==> src/rtl/tl_pkg.sv <==
// rtl/tl_pkg.sv - shared light encodings and latch FSM state type for the sensor conditioner
package tl_pkg;

    localparam logic [1:0] GREEN  = 2'b00;
    localparam logic [1:0] YELLOW = 2'b01;
    localparam logic [1:0] RED    = 2'b10;

    typedef enum logic {
        IDLE = 1'b0,
        REQ  = 1'b1
    } latch_state_e;

endpackage

==> src/rtl/tl_sensor_cond_debounce_r.sv <==
// rtl/tl_sensor_cond_debounce_r.sv - 2-flop synchronizer plus counter debouncer for one sensor channel
module tl_sensor_cond_debounce_r #(
    parameter int DEB_CYCLES = 4
) (
    input  logic clk,
    input  logic reset_n,
    input  logic raw,
    output logic level
);

    localparam int CW = $clog2(DEB_CYCLES + 1);

    logic          sync1_q, sync2_q;
    logic          level_q, level_d;
    logic [CW-1:0] cnt_q, cnt_d;

    // The counter only runs while the synchronized sample disagrees with the
    // accepted level; the step that would reach DEB_CYCLES flips the level.
    always_comb begin
        level_d = level_q;
        cnt_d   = '0;
        if (sync2_q != level_q) begin
            if (cnt_q == CW'(DEB_CYCLES - 1)) begin
                level_d = ~level_q;
            end else begin
                cnt_d = cnt_q + CW'(1);
            end
        end
    end

    always_ff @(posedge clk or negedge reset_n) begin
        if (!reset_n) begin
            sync1_q <= 1'b0;
            sync2_q <= 1'b0;
            level_q <= 1'b0;
            cnt_q   <= '0;
        end else begin
            sync1_q <= raw;
            sync2_q <= sync1_q;
            level_q <= level_d;
            cnt_q   <= cnt_d;
        end
    end

    assign level = level_q;

endmodule

==> src/rtl/tl_sensor_cond.sv <==
// rtl/tl_sensor_cond.sv - debounced traffic-present outputs for two streets
// Define TL_SENSOR_LATCH_EN to hold each request until the debounced sensor is low under GREEN.
module tl_sensor_cond
    import tl_pkg::*;
#(
    parameter int DEB_CYCLES = 4
) (
    input  logic       clk,
    input  logic       reset_n,
    input  logic       Sa_raw,
    input  logic       Sb_raw,
    input  logic [1:0] La,
    input  logic [1:0] Lb,
    output logic       Ta,
    output logic       Tb
);

    logic deb_a, deb_b;
    logic ta_q, ta_d, tb_q, tb_d;

    tl_sensor_cond_debounce_r #(.DEB_CYCLES(DEB_CYCLES)) u_deb_a (
        .clk     (clk),
        .reset_n (reset_n),
        .raw     (Sa_raw),
        .level   (deb_a)
    );

    tl_sensor_cond_debounce_r #(.DEB_CYCLES(DEB_CYCLES)) u_deb_b (
        .clk     (clk),
        .reset_n (reset_n),
        .raw     (Sb_raw),
        .level   (deb_b)
    );

`ifdef TL_SENSOR_LATCH_EN
    latch_state_e state_a_q, state_a_d, state_b_q, state_b_d;

    // A request is only released once the car has gone and its street has been served.
    function automatic latch_state_e next_state(input latch_state_e s, input logic deb,
                                                input logic [1:0] light);
        latch_state_e n;
        n = s;
        case (s)
            IDLE:    if (deb) n = REQ;
            REQ:     if (!deb && (light == GREEN)) n = IDLE;
            default: n = IDLE;
        endcase
        return n;
    endfunction

    always_comb begin
        state_a_d = next_state(state_a_q, deb_a, La);
        state_b_d = next_state(state_b_q, deb_b, Lb);
        ta_d      = (state_a_d == REQ);
        tb_d      = (state_b_d == REQ);
    end

    always_ff @(posedge clk or negedge reset_n) begin
        if (!reset_n) begin
            state_a_q <= IDLE;
            state_b_q <= IDLE;
        end else begin
            state_a_q <= state_a_d;
            state_b_q <= state_b_d;
        end
    end
`else
    logic unused_lights;
    assign unused_lights = ^{La, Lb};

    always_comb begin
        ta_d = deb_a;
        tb_d = deb_b;
    end
`endif

    always_ff @(posedge clk or negedge reset_n) begin
        if (!reset_n) begin
            ta_q <= 1'b0;
            tb_q <= 1'b0;
        end else begin
            ta_q <= ta_d;
            tb_q <= tb_d;
        end
    end

    assign Ta = ta_q;
    assign Tb = tb_q;

endmodule

==> config.mk <==
export PLATFORM = sky130hd
export DESIGN_NAME = tl_sensor_cond
export DESIGN_NICKNAME = d
export VERILOG_FILES = /design/src/rtl/tl_pkg.sv /design/src/rtl/tl_sensor_cond_debounce_r.sv /design/src/rtl/tl_sensor_cond.sv
export SDC_FILE = /design/constraint.sdc
export NUM_CORES = 1
export LEC_CHECK = 0
export ABC_AREA = 1
export BUFFER_PORTS_ARGS = -buffer_cell sky130_fd_sc_hd__buf_2
export CELL_PAD_IN_SITES_DETAIL_PLACEMENT = 0
export CELL_PAD_IN_SITES_GLOBAL_PLACEMENT = 1
export CORE_AREA = 2 2 39 41
export DETAILED_ROUTE_END_ITERATION = 12
export DIE_AREA = 0 0 41 43
export PLACE_DENSITY_LB_ADDON = 0.25
export SLEW_MARGIN = 10
export SYNTH_ARGS = -nofsm -noshare
export SYNTH_HDL_FRONTEND = slang
export SYNTH_SLANG_ARGS = --single-unit
==> constraint.sdc <==
create_clock -name clk -period 1.2 [get_ports clk]
set_input_delay 0 -clock clk [delete_from_list [all_inputs] [get_ports clk]]
set_output_delay 0 -clock clk [all_outputs]
set_load 0.05 [all_outputs]
==> results of run 1 <==
[sequential cells by signal, indices dropped and copies added, names as in the netlist]
name and cells:
u_deb_b.level 1, u_deb_b.cnt_q 3, u_deb_b.sync1_q 1, u_deb_a.sync2_q 1, Ta 1, u_deb_a.cnt_q 3
u_deb_a.level 1, u_deb_a.sync1_q 1, Tb 1, u_deb_b.sync2_q 1
[cell usage in the layout (no fill, tap or decap)]
master	n
inv_1	10
clkbuf_4	3
nand3_1	2
nand2_2	6
nand2_1	12
buf_2	5
dfrtp_1	14
nor2_1	6
dlygate4sd3_1	3
ha_1	2
[routing by layer]
metal,track usage,vias up,share of wire
li1,-,175,-
met1,0.131,146,0.51
met2,0.147,6,0.44
met3,0.0314,2,0.037
met4,0.0800,0,0.0082
met5,0,-,0
[stage by stage]
step | instances | worst slack [ps] | hold WS, ps
final | 79 | 266 | 146
after global routing | 79 | 187 | 177
after CTS | 79 | 258 | 147
after detailed placement | 73 | 276 | -87.6
after global placement | 73 | 289 | -85.8
after floorplan | 52 | 344 | -296
[kinds of logic (layout without fill, tap and decap cells)]
logic type	count (synthesis)	count (layout)
adders and majority gates	2	2
buffers and inverters	10	21
DFF	14	14
and+or+nand+nor	26	26
[layout make-up]
type	count	area, um^2	share of cell area
Clock buffer	3	22.5	0.0360
Inverter	10	37.5	0.0600
Multi-Input combinational cell	28	140	0.224
Sequential cell	14	350	0.560
Tap cell	16	20.0	0.0320
Timing Repair Buffer	8	55.1	0.0880
[where the power goes]
part	total, uW	internal (uW)	switching [uW]
sequential	653	592	61.4
clock	254	116	138
combinational	406	135	271
total	1310	843	470
[worst max-delay path, cell delays in order, from the launching register on]
cell     delay [ps]
dfrtp_1         380
ha_1            230
nand2_2         100
nand2_1          50
nor2_1          100
[worst max-delay path by stage]
stage / to / depth (start not counted) / slack, ps
after floorplan: u_deb_b.cnt_q[0] / 4 / 340
after global placement: u_deb_b.cnt_q[0] / 4 / 290
after detailed placement: u_deb_b.cnt_q[0] / 4 / 280
after CTS: u_deb_b.cnt_q[0] / 4 / 260
after global routing: u_deb_b.cnt_q[0] / 4 / 190
final: u_deb_b.cnt_q[0] / 4 / 270
==> impl_metrics.env, run 1 <==
export IMPL_crit_type="reg2reg"
export IMPL_slew_headroom=0.796
export IMPL_fillCellCount=138
export IMPL_core_area_um2=1380
export IMPL_nets=75
export IMPL_dieArea_um2=1760
export IMPL_reg2reg_slack_ps=270
export IMPL_start_util=0.382
export IMPL_p_per_area_nw_per_um2=2100
export IMPL_finish_utilization=0.452
export IMPL_synth_compound_area_frac=0
export IMPL_finalSetupTns_ps=0
export IMPL_overflow=0
export IMPL_synth_top_area_frac=0.664
export IMPL_path_max_fanout=3
export IMPL_first_global_vias=320
export IMPL_final_layout_size_suffix_gt1_frac=0.222
export IMPL_clockBufferDepth=2
export IMPL_post_cts_setup_buffer_count=0
export IMPL_drv_slew=0
export IMPL_worst_slew_pin_slew_ps=306
export IMPL_critPathLaunch="u_deb_b.cnt_q[0]"
export IMPL_cp_required_ps=1400
export IMPL_synth_cell_types=7
export IMPL_area_growth_synth_to_final_pct=18.5
export IMPL_final_area_um2=626
export IMPL_grt_max_degree=15
export IMPL_antenna_found_initial=0
export IMPL_grt_first_pass_wirelength_um=1200
export IMPL_die_width_um=41
export IMPL_fin_crit_ps=934
export IMPL_synth_flop_cell="dfrtp_1"
export IMPL_clock_sinks=14
export IMPL_fmax_mhz=1070
export IMPL_synth_nets=62
export IMPL_status="completed"
export IMPL_cts_hold_buf=3
export IMPL_io_pins=10
export IMPL_rsz0062_at_grt="no"
export IMPL_cts_root_buf="clkbuf_4"
export IMPL_clk_pin_slew_ps=80
export IMPL_cp_data_arrival_time_ps=1140
export IMPL_async_reset_ff_frac=1.00
export IMPL_drc_errors=0
export IMPL_p_leak_uw=0.000333
export IMPL_final_setup_skew_ps=0.228
export IMPL_synth_area_um2=528
export IMPL_htree_levels=1
export IMPL_grt_use_total=0.106
export IMPL_yosys_warnings=0
export IMPL_post_cts_resized=0
export IMPL_postSynthCellCount=52
export IMPL_wl_per_cell_um=9.23
export IMPL_cp_end_kind="register"
export IMPL_cap_violations=0
export IMPL_synthSimpleGateAreaFrac=0.218
export IMPL_wl_um=729
export IMPL_peakVddDrop_mv=0.858
export IMPL_rows=14
export IMPL_ys_top_cells_by_area="dfrtp_1 (66%), nand2_1 (8.5%), inv_1 (7.1%)"
export IMPL_synth_xor_area_frac=0
export IMPL_rr_endpoint="u_deb_b.cnt_q[0]"
export IMPL_synth_top_area_cell="dfrtp_1"
export IMPL_avgSynthCellArea_um2=10.2
export IMPL_yosysMostFrequentCell="dfrtp_1"
export IMPL_dr_pass1_iters=1
export IMPL_setup_violations=0
export IMPL_finalPower_uw=1310
export IMPL_synth_fa_ha_area_frac=0.0474
export IMPL_insertedDiodeCount=0
export IMPL_synth_commonest_cells="dfrtp_1 (14), nand2_1 (12), inv_1 (10), nand2_2 (6), nor2_1 (6)"
export IMPL_synth_area_mux_share=0
export IMPL_finalHoldViolations=0
export IMPL_gp_congestion=0.653
export IMPL_r2r_cells=4
export IMPL_hp_class="in2async"
export IMPL_rr_startpoint="u_deb_b.cnt_q[0]"
export IMPL_die_y_um=43
export IMPL_placed_area_um2=573
export IMPL_post_route_period_util=0.779
export IMPL_synth_seq_cells=14
export IMPL_cts_tree="done"
export IMPL_via_per_inst=4.16
export IMPL_ant_nets=0
export IMPL_synth_edff_count=0
export IMPL_dr_first_iter_drc_count=0
export IMPL_vias=329
export IMPL_synth_seq_area_share=0.664
export IMPL_synth_top_family_by_area="simple AND/OR/NAND/NOR gates"
export IMPL_numPortBuffers=5
export IMPL_clk_latency_ps=270
export IMPL_start_kind="register"
export IMPL_cts_buffers=3
Note: power is estimated with default switching activity, not from simulation.
==> inputs of run 2 (changes only) <==
- ABC_AREA: 1 -> 0
- clock period: 1.2 -> 0.9 ns (I/O delays scaled with it)
==> impl_metrics.env, run 2 <==
export IMPL_status="finished with violations"
export IMPL_violations="setup timing"
export IMPL_yosysMostFrequentCell="dfrtp_1"
export IMPL_p_switching_uw=713
export IMPL_crit_type="reg2reg"
export IMPL_p_per_area_nw_per_um2=3050
export IMPL_dp_hpwl_um=487
export IMPL_synth_top_area_frac=0.725
export IMPL_gp_congestion=0.667
export IMPL_crit_family="flip-flops"
export IMPL_fmax_mhz=871
export IMPL_synth_nets=38
export IMPL_use_met3=0.0471
export IMPL_start_kind="register"
export IMPL_met1_usage=0.127
export IMPL_grt_max_degree=15
export IMPL_final_layout_size_suffix_gt1_frac=0.600
export IMPL_antenna_found_initial=0
export IMPL_synth_cell_types=7
export IMPL_dieArea_um2=1760
export IMPL_area_growth_synth_to_final_pct=49.0
export IMPL_clk_pin_slew_ps=80
export IMPL_vias=278
export IMPL_ant_nets=0
export IMPL_die_width_um=41
export IMPL_clk_latency_ps=270
export IMPL_cts_root_buf="clkbuf_4"
export IMPL_max_stage_delay_ps=370
export IMPL_clock_sinks=14
export IMPL_p_leak_uw=0.000329
export IMPL_async_reset_ff_frac=1.00
export IMPL_synth_seq_area_share=0.725
export IMPL_synth_area_um2=483
export IMPL_peakVddDrop_mv=1.32
export IMPL_synth_area_mux_share=0.0466
export IMPL_io_pins=10
export IMPL_nets=56
export IMPL_use_met2=0.163
export IMPL_postSynthCellCount=28
export IMPL_synth_compound_area_frac=0
export IMPL_synth_commonest_cells="dfrtp_1 (14), nor3b_1 (4)"
export IMPL_synth_seq_cells=14
export IMPL_p_int_uw=1480
export IMPL_synth_edff_count=0
export IMPL_synth_fa_ha_area_frac=0.0518
export IMPL_wl_um=721
export IMPL_reg_largest_list="u_deb_a.cnt_q: 3 flops, u_deb_b.cnt_q: 3 flops"
export IMPL_rsz0062_at_grt="yes"
export IMPL_cp_required_ps=1060
export IMPL_avgSynthCellArea_um2=17.2
export IMPL_path_max_fanout=3
export IMPL_cp_data_arrival_time_ps=1310
export IMPL_synth_top_family_by_area="simple AND/OR/NAND/NOR gates"
export IMPL_numPortBuffers=5
export IMPL_r2r_cells=3
export IMPL_cp_depth=3
export IMPL_worst_slack_ps=-248
export IMPL_top_usage_layer="met2"
export IMPL_hp_class="in2async"
export IMPL_final_setup_skew_ps=1.51
export IMPL_power_share_clock=0.197
export IMPL_ys_top_cells_by_area="dfrtp_1 (73%), nor3b_1 (6.2%), nor2b_4 (5.7%)"
export IMPL_dr_first_iter_drc_count=4
export IMPL_finalPower_uw=2190
export IMPL_dr_pass1_iters=3
export IMPL_start_util=0.349
export IMPL_wl_per_cell_um=11.8
export IMPL_yosys_warnings=0
export IMPL_htree_levels=1
export IMPL_final_common_cell="dfrtp_1"
export IMPL_core_area_um2=1380
export IMPL_grt_use_total=0.109
export IMPL_synth_top_area_cell="dfrtp_1"
export IMPL_first_global_vias=291
export IMPL_cts_tree="done"
export IMPL_place_ws_ps=-217
export IMPL_cts_buffers=3
export IMPL_cp_end_kind="register"
export IMPL_synth_xor_area_frac=0.0363
export IMPL_overflow=0
export IMPL_cp_buffers_inverters=0
export IMPL_post_route_period_util=1.28
export IMPL_drv_slew=0
export IMPL_finalHoldViolations=0
export IMPL_grt_first_pass_wirelength_um=1210
export IMPL_drc_errors=0
export IMPL_synth_flop_cell="dfrtp_1"
export IMPL_rows=14
export IMPL_finish_utilization=0.520
export IMPL_die_y_um=43
export IMPL_fin_crit_ps=1150
export IMPL_fillCellCount=116
export IMPL_slew_headroom=0.803
export IMPL_finalSetupTns_ps=-1030
export IMPL_insertedDiodeCount=0
export IMPL_cap_violations=0
export IMPL_setup_violations=7
export IMPL_via_per_inst=4.56
export IMPL_swShare=0.325
export IMPL_layout_common_cells="dfrtp_1 (14), buf_2 (5)"
export IMPL_synthSimpleGateAreaFrac=0.140
export IMPL_crit_slowest_cell="dfrtp_1"
export IMPL_seqPwrFrac=0.427
export IMPL_combPwrFrac=0.376
export IMPL_worstPathCellList="ha_2 > nor2b_4 > mux2_4"
export IMPL_worst_slew_pin_slew_ps=296
export IMPL_clockBufferDepth=2
==> run 2: changes by cell type in the layout (fill, tap and decap cells not counted), sizes merged <==
cell	previous run	this run
mux2	0	2
nor3	0	2
buf	5	10
nor2	6	0
inv	10	0
clkbuf	3	4
nor3b	0	4
xnor2	0	2
nor2b	0	2
nand2	18	0
nand3	2	0
==> run 2: cell type report <==
type | count | area [um^2] | area share
Clock buffer | 4 | 36.3 | 0.0504
Multi-Input combinational cell | 14 | 213 | 0.296
Sequential cell | 14 | 350 | 0.487
Tap cell | 16 | 20.0 | 0.0278
Timing Repair Buffer | 13 | 100 | 0.139
==> run 2: per-layer routing <==
metal / wire, um / part of all wire / vias to the layer above
li1: - / - / 131
met3: 44 / 0.061 / 2
met4: 4 / 0.0055 / 0
met1: 298 / 0.41 / 138
met2: 373 / 0.52 / 7
met5: 0 / 0 / -
==> run 2: path summary, 6_finish.rpt <==
kind / start / end / slack [ps]
setup / recovery: u_deb_b.cnt_q[0] / u_deb_b.level / -250
hold / removal: reset_n / u_deb_a.cnt_q[1] / 140
setup reg to reg: u_deb_b.cnt_q[0] / u_deb_b.level / -250
hold reg to reg: u_deb_a.sync1_q / u_deb_a.sync2_q / 360
max in group asynchronous: reset_n / u_deb_b.cnt_q[0] / 540
min in group clk: u_deb_a.sync1_q / u_deb_a.sync2_q / 360
==> run 2: per-stage QoR <==
stage               cell area, um^2  std cells  hold WS [ps]
global placement                556         51          -105
floorplan                       495         28          -296
finish                          719         61           137
global route                    719         61           152
CTS                             656         59           142
detailed placement              556         51         -95.9
==> run 2: repair_timing <==
item                                    CTS  global route
pin swaps                                 2             2
endpoints found under the setup margin    7             8
endpoints found under the hold margin    16             0
buffers inserted                          1             2
resized for setup                         5             7
hold buffers                              3             0
==> run 2: power by group through the flow <==
stage	Combinational, uW	Sequential [uW]	Clock [uW]
floorplan	274	1050	0
global placement	549	892	0
detailed placement	581	904	0
CTS	684	898	438
global route	891	957	474
finish	825	937	431
==> run 2: worst register-to-register path: stages (launching register included) <==
cell,delay [ps]
dfrtp_1,370
ha_2,190
nor2b_4,170
mux2_4,310
==> run 2: cell families after synthesis <==
kind of cell	count (synthesis)
flip-flops	14
AND/OR/NAND/NOR	8
XOR/XNOR	2
multiplexers	2
adder cells (fa/ha/maj)	2
